<file path="src/rtl/jtag_pkg.sv">
`default_nettype none
// ============================================================================
// Module      : jtag_pkg
// Description : Shared types for the JTAG data registers and AXI master engine.
// Revision    : 1.0 - initial release
// ============================================================================
package jtag_pkg;

    typedef enum logic [2:0] {
        TXN_IDLE    = 3'd0,
        TXN_BUSY    = 3'd1,
        TXN_OK      = 3'd2,
        TXN_SLVERR  = 3'd3,
        TXN_DECERR  = 3'd4,
        TXN_TIMEOUT = 3'd5
    } axi_txn_status_t;

    typedef enum logic [1:0] {
        ST_IDLE = 2'd0,
        ST_WR   = 2'd1,
        ST_RD   = 2'd2
    } jtag_axi_fsm_t;

    localparam logic [1:0] RESP_OKAY   = 2'b00;
    localparam logic [1:0] RESP_EXOKAY = 2'b01;
    localparam logic [1:0] RESP_SLVERR = 2'b10;
    localparam logic [1:0] RESP_DECERR = 2'b11;

    // Sized for the widest supported bus; narrower instances use the low bits.
    localparam int c_req_addr_w = 64;
    localparam int c_req_data_w = 64;

    typedef struct packed {
        logic                        write;
        logic [c_req_addr_w-1:0]     addr;
        logic [c_req_data_w-1:0]     wdata;
        logic [c_req_data_w/8-1:0]   wstrb;
    } jtag_axi_req_t;

    typedef struct packed {
        logic                        busy;
        axi_txn_status_t             status;
        logic                        timeout;
        logic                        dropped;
        logic [c_req_data_w-1:0]     rdata;
    } jtag_axi_status_t;

    function automatic axi_txn_status_t resp_to_status(input logic [1:0] resp);
        axi_txn_status_t s;
        case (resp)
            RESP_OKAY, RESP_EXOKAY: s = TXN_OK;
            RESP_SLVERR:            s = TXN_SLVERR;
            default:                s = TXN_DECERR;
        endcase
        return s;
    endfunction

endpackage
`default_nettype wire

</file>
<file path="src/rtl/jtag_axi_master_if.sv">
`default_nettype none
// ============================================================================
// Module      : jtag_axi_master_if
// Description : AXI4-Lite bus bundle between the JTAG master engine and fabric.
// Revision    : 1.0 - initial release
// ============================================================================
interface jtag_axi_master_if #(
    parameter int ADDR_W = 32,
    parameter int DATA_W = 32
);
    logic [ADDR_W-1:0]   awaddr;
    logic [2:0]          awprot;
    logic                awvalid;
    logic                awready;
    logic [DATA_W-1:0]   wdata;
    logic [DATA_W/8-1:0] wstrb;
    logic                wvalid;
    logic                wready;
    logic [1:0]          bresp;
    logic                bvalid;
    logic                bready;
    logic [ADDR_W-1:0]   araddr;
    logic [2:0]          arprot;
    logic                arvalid;
    logic                arready;
    logic [DATA_W-1:0]   rdata;
    logic [1:0]          rresp;
    logic                rvalid;
    logic                rready;

    modport master (
        output awaddr, awprot, awvalid, wdata, wstrb, wvalid, bready,
               araddr, arprot, arvalid, rready,
        input  awready, wready, bresp, bvalid, arready, rdata, rresp, rvalid
    );

    modport slave (
        input  awaddr, awprot, awvalid, wdata, wstrb, wvalid, bready,
               araddr, arprot, arvalid, rready,
        output awready, wready, bresp, bvalid, arready, rdata, rresp, rvalid
    );
endinterface
`default_nettype wire

</file>
<file path="src/rtl/jtag_axi_timeout.sv">
`default_nettype none
// ============================================================================
// Module      : jtag_axi_timeout
// Description : Saturating handshake watchdog; TIMEOUT_CYC of 0 never expires.
// Revision    : 1.0 - initial release
// ============================================================================
module jtag_axi_timeout #(
    parameter int TIMEOUT_CYC = 4096
) (
    input  wire logic clk,
    input  wire logic rst_n,
    input  wire logic i_clr,
    input  wire logic i_en,
    output logic      o_expired
);
    localparam int CNT_W = (TIMEOUT_CYC > 0) ? $clog2(TIMEOUT_CYC + 1) : 1;
    localparam logic [CNT_W-1:0] c_limit = CNT_W'(TIMEOUT_CYC);

    logic [CNT_W-1:0] r_cnt;

    always_ff @(posedge clk or negedge rst_n) begin
        if (!rst_n) begin
            r_cnt <= '0;
        end else if (i_clr) begin
            r_cnt <= '0;
        end else if (i_en && (r_cnt != c_limit)) begin
            r_cnt <= r_cnt + 1'b1;
        end
    end

    assign o_expired = (TIMEOUT_CYC != 0) && (r_cnt == c_limit);
endmodule
`default_nettype wire

</file>
<file path="src/rtl/jtag_axi_master.sv">
`default_nettype none
// ============================================================================
// Module      : jtag_axi_master
// Description : Single-beat AXI4-Lite master driven by JTAG Update-DR requests.
// Revision    : 1.0 - initial release
// ============================================================================
module jtag_axi_master
    import jtag_pkg::*;
#(
    parameter int ADDR_W      = 32,
    parameter int DATA_W      = 32,
    parameter int TIMEOUT_CYC = 4096
) (
    input  wire logic                tck,
    input  wire logic                trstn,
    input  wire logic                req_valid_i,
    input  wire logic                req_write_i,
    input  wire logic [ADDR_W-1:0]   req_addr_i,
    input  wire logic [DATA_W-1:0]   req_wdata_i,
    input  wire logic [DATA_W/8-1:0] req_wstrb_i,
    input  wire logic                clr_status_i,
    output logic                     busy_o,
    output axi_txn_status_t          status_o,
    output logic [DATA_W-1:0]        rdata_o,
    output logic                     timeout_o,
    output logic                     dropped_o,
    jtag_axi_master_if.master        m
);
    jtag_axi_fsm_t       r_state, w_state_nxt;
    logic                r_busy, r_launch, r_aw_done, r_w_done;
    axi_txn_status_t     r_status;
    logic [DATA_W-1:0]   r_rdata, r_wdata;
    logic [ADDR_W-1:0]   r_awaddr, r_araddr;
    logic [DATA_W/8-1:0] r_wstrb;
    logic                r_awvalid, r_wvalid, r_bready, r_arvalid, r_rready;
    logic                r_timeout, r_dropped;
    logic                w_accept, w_aw_hs, w_w_hs, w_b_hs, w_ar_hs, w_r_hs;
    logic                w_done, w_expired;

    assign w_accept = (r_state == ST_IDLE) && req_valid_i;
    assign w_aw_hs  = r_awvalid && m.awready;
    assign w_w_hs   = r_wvalid  && m.wready;
    assign w_b_hs   = r_bready  && m.bvalid;
    assign w_ar_hs  = r_arvalid && m.arready;
    assign w_r_hs   = r_rready  && m.rvalid;
    assign w_done   = w_b_hs || w_r_hs;

    always_ff @(posedge tck or negedge trstn) begin
        if (!trstn) r_state <= ST_IDLE;
        else        r_state <= w_state_nxt;
    end

    always_comb begin
        w_state_nxt = r_state;
        case (r_state)
            ST_IDLE: if (req_valid_i) w_state_nxt = req_write_i ? ST_WR : ST_RD;
            ST_WR:   if (w_b_hs)      w_state_nxt = ST_IDLE;
            ST_RD:   if (w_r_hs)      w_state_nxt = ST_IDLE;
            default:                  w_state_nxt = ST_IDLE;
        endcase
    end

    jtag_axi_timeout #(.TIMEOUT_CYC(TIMEOUT_CYC)) u_timeout (
        .clk       (tck),
        .rst_n     (trstn),
        .i_clr     (w_accept || w_aw_hs || w_w_hs || w_b_hs || w_ar_hs || w_r_hs),
        .i_en      (r_busy),
        .o_expired (w_expired)
    );

    always_ff @(posedge tck or negedge trstn) begin
        if (!trstn) begin
            r_busy    <= 1'b0;
            r_launch  <= 1'b0;
            r_aw_done <= 1'b0;
            r_w_done  <= 1'b0;
            r_status  <= TXN_IDLE;
            r_rdata   <= '0;
            r_awaddr  <= '0;
            r_wdata   <= '0;
            r_wstrb   <= '0;
            r_araddr  <= '0;
            r_awvalid <= 1'b0;
            r_wvalid  <= 1'b0;
            r_bready  <= 1'b0;
            r_arvalid <= 1'b0;
            r_rready  <= 1'b0;
        end else begin
            case (r_state)
                ST_IDLE: begin
                    if (req_valid_i) begin
                        r_busy    <= 1'b1;
                        r_status  <= TXN_BUSY;
                        r_launch  <= 1'b1;
                        r_aw_done <= 1'b0;
                        r_w_done  <= 1'b0;
                        if (req_write_i) begin
                            r_awaddr <= req_addr_i;
                            r_wdata  <= req_wdata_i;
                            r_wstrb  <= req_wstrb_i;
                        end else begin
                            r_araddr <= req_addr_i;
                        end
                    end
                end
                ST_WR: begin
                    if (r_launch) begin
                        r_launch  <= 1'b0;
                        r_awvalid <= 1'b1;
                        r_wvalid  <= 1'b1;
                    end
                    if (w_aw_hs) begin
                        r_awvalid <= 1'b0;
                        r_aw_done <= 1'b1;
                    end
                    if (w_w_hs) begin
                        r_wvalid <= 1'b0;
                        r_w_done <= 1'b1;
                    end
                    // An early bvalid must not be taken before both AW and W have landed.
                    r_bready <= (r_aw_done || w_aw_hs) && (r_w_done || w_w_hs) && !w_b_hs;
                    if (w_b_hs) begin
                        r_busy   <= 1'b0;
                        r_status <= resp_to_status(m.bresp);
                    end
                end
                ST_RD: begin
                    if (r_launch) begin
                        r_launch  <= 1'b0;
                        r_arvalid <= 1'b1;
                    end
                    if (w_ar_hs) begin
                        r_arvalid <= 1'b0;
                        r_rready  <= 1'b1;
                    end
                    if (w_r_hs) begin
                        r_rready <= 1'b0;
                        r_busy   <= 1'b0;
                        r_status <= resp_to_status(m.rresp);
                        if (!m.rresp[1]) r_rdata <= m.rdata;
                    end
                end
                default: ;
            endcase
            // The bus stays live on timeout; only the reported status changes.
            if (w_expired && r_busy && !w_done) r_status <= TXN_TIMEOUT;
        end
    end

    always_ff @(posedge tck or negedge trstn) begin
        if (!trstn) begin
            r_timeout <= 1'b0;
            r_dropped <= 1'b0;
        end else begin
            if (w_expired && r_busy) r_timeout <= 1'b1;
            else if (clr_status_i)   r_timeout <= 1'b0;
            if (req_valid_i && r_busy) r_dropped <= 1'b1;
            else if (clr_status_i)     r_dropped <= 1'b0;
        end
    end

    assign busy_o    = r_busy;
    assign status_o  = r_status;
    assign rdata_o   = r_rdata;
    assign timeout_o = r_timeout;
    assign dropped_o = r_dropped;

    assign m.awaddr  = r_awaddr;
    assign m.awprot  = 3'b000;
    assign m.awvalid = r_awvalid;
    assign m.wdata   = r_wdata;
    assign m.wstrb   = r_wstrb;
    assign m.wvalid  = r_wvalid;
    assign m.bready  = r_bready;
    assign m.araddr  = r_araddr;
    assign m.arprot  = 3'b000;
    assign m.arvalid = r_arvalid;
    assign m.rready  = r_rready;
endmodule
`default_nettype wire

</file>
<file path="src/flat_wrapper.sv">
// flat-port wrapper written by rule: the top's interface ports become plain ports
module jtag_axi_master_flat import jtag_pkg::*;
#(
    parameter int ADDR_W      = 32,
    parameter int DATA_W      = 32,
    parameter int TIMEOUT_CYC = 4096
)
  (tck, trstn, req_valid_i, req_write_i, req_addr_i, req_wdata_i, req_wstrb_i, clr_status_i, busy_o, status_o, rdata_o, timeout_o, dropped_o, m_awaddr, m_awprot, m_awvalid, m_wdata, m_wstrb, m_wvalid, m_bready, m_araddr, m_arprot, m_arvalid, m_rready, m_awready, m_wready, m_bresp, m_bvalid, m_arready, m_rdata, m_rresp, m_rvalid);
  jtag_axi_master_if #(.ADDR_W(ADDR_W), .DATA_W(DATA_W)) m_i ();
  input  wire logic tck;
  input  wire logic trstn;
  input  wire logic req_valid_i;
  input  wire logic req_write_i;
  input  wire logic [ADDR_W-1:0] req_addr_i;
  input  wire logic [DATA_W-1:0] req_wdata_i;
  input  wire logic [DATA_W/8-1:0] req_wstrb_i;
  input  wire logic clr_status_i;
  output logic busy_o;
  output axi_txn_status_t status_o;
  output logic [DATA_W-1:0] rdata_o;
  output logic timeout_o;
  output logic dropped_o;
  output wire logic [$bits(m_i.awaddr)-1:0] m_awaddr;
  output wire logic [$bits(m_i.awprot)-1:0] m_awprot;
  output wire logic [$bits(m_i.awvalid)-1:0] m_awvalid;
  output wire logic [$bits(m_i.wdata)-1:0] m_wdata;
  output wire logic [$bits(m_i.wstrb)-1:0] m_wstrb;
  output wire logic [$bits(m_i.wvalid)-1:0] m_wvalid;
  output wire logic [$bits(m_i.bready)-1:0] m_bready;
  output wire logic [$bits(m_i.araddr)-1:0] m_araddr;
  output wire logic [$bits(m_i.arprot)-1:0] m_arprot;
  output wire logic [$bits(m_i.arvalid)-1:0] m_arvalid;
  output wire logic [$bits(m_i.rready)-1:0] m_rready;
  input wire logic [$bits(m_i.awready)-1:0] m_awready;
  input wire logic [$bits(m_i.wready)-1:0] m_wready;
  input wire logic [$bits(m_i.bresp)-1:0] m_bresp;
  input wire logic [$bits(m_i.bvalid)-1:0] m_bvalid;
  input wire logic [$bits(m_i.arready)-1:0] m_arready;
  input wire logic [$bits(m_i.rdata)-1:0] m_rdata;
  input wire logic [$bits(m_i.rresp)-1:0] m_rresp;
  input wire logic [$bits(m_i.rvalid)-1:0] m_rvalid;
  assign m_awaddr = m_i.awaddr;
  assign m_awprot = m_i.awprot;
  assign m_awvalid = m_i.awvalid;
  assign m_wdata = m_i.wdata;
  assign m_wstrb = m_i.wstrb;
  assign m_wvalid = m_i.wvalid;
  assign m_bready = m_i.bready;
  assign m_araddr = m_i.araddr;
  assign m_arprot = m_i.arprot;
  assign m_arvalid = m_i.arvalid;
  assign m_rready = m_i.rready;
  assign m_i.awready = m_awready;
  assign m_i.wready = m_wready;
  assign m_i.bresp = m_bresp;
  assign m_i.bvalid = m_bvalid;
  assign m_i.arready = m_arready;
  assign m_i.rdata = m_rdata;
  assign m_i.rresp = m_rresp;
  assign m_i.rvalid = m_rvalid;
  jtag_axi_master #(.ADDR_W(ADDR_W), .DATA_W(DATA_W), .TIMEOUT_CYC(TIMEOUT_CYC)) u_core (.tck(tck), .trstn(trstn), .req_valid_i(req_valid_i), .req_write_i(req_write_i), .req_addr_i(req_addr_i), .req_wdata_i(req_wdata_i), .req_wstrb_i(req_wstrb_i), .clr_status_i(clr_status_i), .busy_o(busy_o), .status_o(status_o), .rdata_o(rdata_o), .timeout_o(timeout_o), .dropped_o(dropped_o), .m(m_i));
endmodule
</file>
<file path="config.mk">
export PLATFORM = sky130hd
export DESIGN_NAME = jtag_axi_master_flat
export DESIGN_NICKNAME = d
export VERILOG_FILES = /design/src/rtl/jtag_pkg.sv /design/src/rtl/jtag_axi_master_if.sv /design/src/rtl/jtag_axi_timeout.sv /design/src/rtl/jtag_axi_master.sv /design/src/flat_wrapper.sv
export SDC_FILE = /design/constraint.sdc
export NUM_CORES = 1
export LEC_CHECK = 0
export ABC_AREA = 1
export CAP_MARGIN = 20
export CORE_MARGIN = 2
export CORE_UTILIZATION = 48
export DETAILED_ROUTE_END_ITERATION = 16
export PLACE_DENSITY = 0.86
export SETUP_SLACK_MARGIN = 0.02
export SLEW_MARGIN = 20
export SYNTH_ARGS = -nofsm -noshare
export SYNTH_HDL_FRONTEND = slang
export SYNTH_SLANG_ARGS = --single-unit
</file>
<file path="constraint.sdc">
create_clock -name tck -period 3.6 [get_ports tck]
set_input_delay 0.72 -clock tck [delete_from_list [all_inputs] [get_ports tck]]
set_output_delay 0.72 -clock tck [all_outputs]
set_load 0.05 [all_outputs]
</file>
==> reports/metrics.cfg <==
[clock_network]
postCtsSetupBuffers=0
cts.reportedPaths.clkPinSlew_ns=0.07
cts.sinks=161
cts_resized=0
clk_latency_ns=0.43
clk_path_buf_depth=2
root_buffer=clkbuf_16
tritoncts=done
htreeDepth=4
cts_buffers=17
postCtsHoldBufs=0

[floorplan]
coreArea_um2=14400
rows=44
io-pin-count=263
fp.dieW_um=125
initial_core_util=0.487
die_h_um=125
die-area_um2=15600

[setup_path]
setup.worst_path.end_class=output pin
worstSetupStartpointType=register
r2r_slack_ns=1.62
critical-path-top-delay-family=buffers and inverters
path_buf_inv=1
criticalPathCategory=register to output pin
r2r-end=u_core.m.wdata[18]$_DFFE_PN0P_
path_cells=clkdlybuf4s50_1
regToRegStartpoint=u_core.r_state[0]$_DFFE_PN0P_
cp_slowest_cell=clkdlybuf4s50_1
cp.arrival_ns=1.80
cpPeakStageDelay_ns=0.86
cp_max_fo=7
crit_required_ns=2.88
reg2reg_depth=7

[finish]
multi_input_area_um2=2510
drive_gt1_frac=0.130
final_common_cell=clkdlybuf4s50_1
syn2layout_area_growth_pct=47.2
layout_common_cells=clkdlybuf4s50_1, dfrtp_1, nand2_1, inv_1, mux2_4
num_antenna_cells=0
nets=1023
fill_cells=975
layout.area.seq_um2=4030
fin_cells=1101

[routing]
drtIter0Drc=412
wl_um=18500
drtAntennaViolNets=0
drt-pass1-iter-count=5
drc_errors=0
viasPerCell=5.00
wl_per_cell_um=16.8
vias=5507

[timing]
rsz0062_at_grt=no
relSlewSlack=0.490
max_freq_mhz=397
worstMarginPinSlew_ns=0.765
fin_crit_sh=0.699
setup_viol=0
hold_viol=0
finalWorstPathRequiredPeriod_ns=2.52
skew_ns=0.0118
drv_slew=0
timing.hold.ws_ns=0.352
fin_ws_ns=1.08
setup_tns_ns=0

[placement]
place_congestion=0.897
portBuffers=256
dpl_worst_slack_ns=1.12
post-place-cells=1069
hpwl_um=13100

[run]
drv_cap=0

[pwr]
p_per_area_nw_per_um2=1100
leakage_nw=4.93
peakVddDrop_uv=744
power_mw=11.3

[global_route]
grt_usage=0.245
overflow=0
grt_start_max_net_pins=87
antenna_found_initial=0
grt_pass1_wl_um=29900
first_global_vias=5576

[synthesis]
yosysSeqAreaShare=0.576
ys_seq_elements=161
synth.distinct_cells=31
postSynthCellCount=646
yosysWarnings=0
synth_area_per_cell_um2=10.8
syn_area_um2=7000

[min_path]
hold_path_class=input pin to async pin

[run_status]
status=finished, final reports clean

## logic make-up after synthesis
| family | share of synthesized area |
|---|---|
| compound gates | 0.0645 |
| xor+xnor | 0.00500 |
| fa+ha+maj | 0.00894 |
| buf+inv | 0.0688 |
| flops | 0.576 |
| mux | 0.144 |
| other cells | 0.000536 |
| simple gates | 0.132 |
## routing by layer
layer,global-route usage,routed length [um],vias to the layer above
met5,0,0,-
met4,0.104,543,0
met3,0.0713,1320,35
met2,0.409,9250,220
met1,0.298,7360,2647
li1,-,-,2605
## cell type report
type / count / share of cell area
tap: 184 / 0.0223
timing repair buffer: 263 / 0.256
clock buffer: 18 / 0.0416
inverter: 70 / 0.0255
sequential: 161 / 0.391
clock inverter: 14 / 0.0195
multi-input combinational: 391 / 0.244
## power breakdown
part	total [mW]	switching (mW)	internal, mW
Sequential	3.15	0.523	2.63
Combinational	6.24	4.02	2.22
Clock	1.95	0.775	1.17
## synthesized netlist by cell type (all sizes together)
master / number / area share
o21ai: 75 / 0.054
nor2: 33 / 0.020
o221ai: 1 / 0.0013
clkbuf: 6 / 0.0034
a21oi: 4 / 0.0029
nand3: 27 / 0.019
inv: 69 / 0.037
mux2: 68 / 0.14
nand3b: 1 / 0.0011
xor2: 4 / 0.0050
ha: 5 / 0.0089
nand4: 9 / 0.0080
buf: 23 / 0.028
nor3: 2 / 0.0014
conb: 1 / 0.00054
nand2: 148 / 0.082
o22ai: 7 / 0.0063
dfrtp: 161 / 0.58
or2: 1 / 0.00089
clkinv: 1 / 0.00054
## stage by stage
stage / instance area [um2] / utilization
2_1_floorplan: 7020 / -
3_3_place_gp: 9680 / 0.673
3_5_place_dp: 9680 / 0.673
4_1_cts: 10300 / 0.717
5_1_grt: 10300 / 0.717
6_report: 10300 / 0.717
## state kept, by name, summed over array words and instances, names as in the netlist, 2 cells and up
name,count
u_core.m.wdata,32
u_core.m.wstrb,4
u_core.rdata_o,32
u_core.u_timeout.r_cnt,13
u_core.status_o,3
u_core.m.awaddr,32
u_core.m.araddr,32
u_core.r_state,2
## worst max path at each step
stage,start,cells after the start,slack [ns],to
global route,u_core.busy_o$_DFFE_PN0P_,1,1.05,busy_o
global placement,req_valid_i,6,1.17,u_core.m.wdata[10]$_DFFE_PN0P_
floorplan,req_valid_i,6,1.97,u_core.m.wdata[0]$_DFFE_PN0P_
finish,u_core.busy_o$_DFFE_PN0P_,1,1.08,busy_o
detailed placement,req_valid_i,6,1.12,u_core.m.wdata[18]$_DFFE_PN0P_
CTS,u_core.busy_o$_DFFE_PN0P_,1,1.10,busy_o
Note: power is estimated with default switching activity, not from simulation.
==> RTL edit 1, RTL diff (same settings) <==
Register the output `status_o` once more; this adds one clock of latency there. The other outputs are not delayed to match.
--- a/src/rtl/jtag_axi_master.sv
+++ b/src/rtl/jtag_axi_master.sv
@@ -162,3 +162,5 @@
     assign busy_o    = r_busy;
-    assign status_o  = r_status;
+    always_ff @(posedge tck) begin
+        status_o <= r_status;
+    end
     assign rdata_o   = r_rdata;
Function: changed (a bounded check fails within 4 cycles, from zero or initial values and one cycle with trstn low).
==> RTL edit 1 against the unedited design <==
Routed wire length up 2.2%. Die area rose by 0.47%. Total power shrank 3.7%. Setup slack improved by 0.016 ns. Via count barely moved. Final area is essentially flat. Sequential cell count grew 3. Hold slack got worse by 0.0033 ns. Synthesized area increased by 0.48%. Critical endpoint unchanged. Highest routed layer unchanged.
==> RTL edit 1: results (changes against the unedited design) <==
Vias in the first global route: 5602 (+0.47%)
Status: complete, no violations
Final period utilization: 0.695 (-0.00432)
Clock power frac: 0.163 (-0.009)
Synth top area cells: dfrtp_1 57%, mux2_4 12%, nand2_1 7.9%, o21ai_0 3.6%, inv_1 3.5%
P_sw: 5.17 mW (-2.7%)
Max Root-Sink Buffers: 2 (unchanged)
Top post-synthesis cells by count: 161 x dfrtp_1, 148 x nand2_1, 65 x inv_1
Clock skew: 0.00695 ns (-0.00487 ns)
Synth async-reset ratio: 0.982 (-0.0183)
Pre-Repair DR Iteration Count: 4 (-1)
Worst Path Arrival: 1.78 ns (-0.02 ns)
P_comb: 6.00 mW (-3.8%)
Layout cell share with drive strength beyond 1: 0.124 (-0.00599)
Tot GR Track Use: 0.245 (about the same)
Share of the yosys chip area belonging to registers: 0.581 (+0.00577)
Syn Area/Cell: 10.8 um^2 (-0.44%)
DP Area: 9710 um^2 (+0.39%)
Worst vdd ir: 0.663 mV (-11%)
First-pass GRT wire length: 30000 um (+0.21%)
Avg Vias per Cell: 4.98 (-0.42%)
Routability congestion estimate: 0.904 (+0.77%)
Clock buffers created by TritonCTS: 17 (unchanged)
Net Sw Frac: 0.474 (+0.00510)
Pin count of the biggest net entering global routing: 93 (+6.9%)
Leak Pwr: 4.91 nW (-0.49%)
Buffers on Ports: 256 (unchanged)
Reg-to-reg endpoint: u_core.rdata_o[2]
Final net count: 1027 (+0.39%)
Final WL: 18900 um (+2.2%)
H-tree depth: 4 (unchanged)
DPL Wire Length: 13500 um (+2.7%)
R2R depth: 6 (-1)
Library cells used by synthesis: 31 (unchanged)
Iter 0 DRT Violations: 387 (-6.1%)
Max Fanout on Critical Path: 6 (-1)
Critical path's largest stage delay: 0.86 ns (about the same)
Worst reg-to-reg setup slack: 1.38 ns (-0.24 ns)
WL/cell: 17.1 um (+1.9%)
Post-Place Setup Slack: 0.933 ns (-0.186 ns)
Setup Fix Bufs, Post-CTS: 0 (unchanged)
Slew margin rel.: 0.353 (-0.137)
Dpl cells: 1073 (+0.37%)
-- RTL edit 1: cell count changes after synthesis, sizes merged, moves of 2 or more --
| cell | change |
|---|---|
| buf | +2 |
| dfxtp | +3 |
| a21oi | -2 |
| nand2 | +7 |
-- RTL edit 1: cell type report --
type                    instances  area [um^2]
fillers                      1021         4130
flip-flops and latches        164         4090
repair buffers                263         2650
multi-input cells             394         2480
clock buffers                  18          439
inverters                      68          258
well taps                     184          230
clock inverters                14          144
-- RTL edit 1: per-layer routing --
| metal | global-route usage | vias to the layer above | routed length [um] |
|---|---|---|---|
| met5 | 0 | - | 0 |
| li1 | - | 2605 | - |
| met3 | 0.0663 | 36 | 1210 |
| met2 | 0.418 | 204 | 9450 |
| met1 | 0.298 | 2659 | 7640 |
| met4 | 0.0967 | 0 | 579 |
-- RTL edit 1: kinds of logic (layout without fill, tap and decap cells) --
kind of cell	Yosys count	after routing	synth area share
AO/OA/AOI/OAI	85	85	0.0626
adder cells (fa/ha/maj)	5	5	0.00889
other	1	6	0.000533
AND/OR/NAND/NOR	226	226	0.134
XOR/XNOR	4	4	0.00498
flip-flops	164	164	0.581
multiplexers	68	68	0.138
buffers and inverters	99	363	0.0690
-- RTL edit 1: how the worst min path moves through the flow --
stage                  startpoint                  to  slack [ns]  depth (start not counted)
3_5_place_dp   u_core.r_status[0]  u_core.status_o[0]        0.35                          0
6_report                    trstn     u_core.r_launch        0.35                          1
2_1_floorplan  u_core.r_status[0]  u_core.status_o[0]        0.34                          0
5_1_grt        u_core.r_status[2]  u_core.status_o[2]        0.39                          0
4_1_cts        u_core.r_status[0]  u_core.status_o[0]        0.37                          0
3_3_place_gp   u_core.r_status[0]  u_core.status_o[0]        0.35                          0
==> RTL edit 2, RTL diff (same settings) <==
Without the edit above. `DATA_W` is set to 32 in 3 places; all go to 64.
--- a/src/rtl/jtag_axi_master_if.sv
+++ b/src/rtl/jtag_axi_master_if.sv
@@ -8,3 +8,3 @@
     parameter int ADDR_W = 32,
-    parameter int DATA_W = 32
+    parameter int DATA_W = 64
 );
--- a/src/rtl/jtag_axi_master.sv
+++ b/src/rtl/jtag_axi_master.sv
@@ -10,3 +10,3 @@
     parameter int ADDR_W      = 32,
-    parameter int DATA_W      = 32,
+    parameter int DATA_W      = 64,
     parameter int TIMEOUT_CYC = 4096
--- a/src/flat_wrapper.sv
+++ b/src/flat_wrapper.sv
@@ -4,3 +4,3 @@
     parameter int ADDR_W      = 32,
-    parameter int DATA_W      = 32,
+    parameter int DATA_W      = 64,
     parameter int TIMEOUT_CYC = 4096
Interface: changed (6 resized); port bits go from 263 to 399. The function was not compared with the original's and may differ.
==> RTL edit 2 against the unedited design <==
Routed wire length is 49% higher. Critical path depth stayed put. Sequential cell count is 68 higher. Clock skew is 0.00077 ns lower. Total power is 41% higher. Final area is 38% higher. Synthesized area is 33% higher. Setup slack worse by 0.060 ns. Synthesized cell count is 22% higher. Register-to-register slack worse by 0.18 ns. Critical path type unchanged. Critical endpoint unchanged.
==> RTL edit 2: results (changes against the unedited design) <==
Diodes inserted: 3 (+3)
Library cells used by synthesis: 29 (-6.5%)
Met3 WL: 3000 um (+130%)
DPL Wire Length: 20000 um (+52%)
Power share of the sequential group: 0.281 (+0.003)
Final period utilization: 0.715 (+0.0166)
Max Root-Sink Buffers: 3 (+1)
Buffers on Ports: 392 (+53%)
Worst reg-to-reg setup slack: 1.44 ns (-0.18 ns)
Synth Area in Adders: 0.00674 (-0.00219)
Leak Pwr: 6.42 nW (+30%)
Total power: 15.9 mW (+41%)
# fillers: 1182 (+21%)
P_sw: 7.58 mW (+43%)
Antenna violations before repair: 1 (+1)
Met2 WL post-DR: 13500 um (+46%)
R2R depth: 9 (+2)
Status: complete, no violations
Clock buf count: 33 (+15)
Storage cell area: 5730 um^2 (+42%)
Share of the yosys chip area belonging to registers: 0.618 (+0.0421)
Clock group: 2.66 mW (+36%)
Multi-input logic portion of the cell area: 0.213 (-0.0307)
Clock buffers created by TritonCTS: 24 (+7)
WL/cell: 18.8 um (+12%)
Synth top area cells: dfrtp_1 62%, mux2_2 9.2%, mux2_1 7.3%, nand2_1 5.9%, o21ai_0 4.0%
Clock Latency Late Sink: 0.51 ns (+0.08 ns)
DRT met1 WL: 9790 um (+33%)
Iter 0 DRT Violations: 251 (-39%)
[RTL edit 2: changes by cell type in the layout (fill, tap and decap cells not counted), moves of 10 or more]
| cell | change |
|---|---|
| clkdlybuf4s50_1 | +136 |
| mux2_2 | +73 |
| o21ai_0 | +11 |
| o21ai_1 | -10 |
| dfrtp_1 | +68 |
| mux2_1 | +60 |
| mux2_4 | -65 |
[RTL edit 2: worst min-delay path by stage]
stage | startpoint | end | slack (ns)
CTS | trstn | u_core.m.araddr[12] | 0.24
finish | trstn | u_core.m.araddr[12] | 0.20
detailed placement | u_core.m.awaddr[1] | u_core.m.awaddr[1] | 0.47
global placement | u_core.m.araddr[21] | u_core.m.araddr[21] | 0.46
floorplan | trstn | u_core.busy_o | 0.42
global route | trstn | u_core.m.araddr[12] | 0.28
[RTL edit 2: stage by stage]
stage               instance area (um^2)   util  std cells
floorplan                           9300      -        795
global placement                   13400  0.710       1420
detailed placement                 13400  0.710       1420
CTS                                14200  0.756       1462
global route                       14200  0.756       1463
finish                             14200  0.756       1465
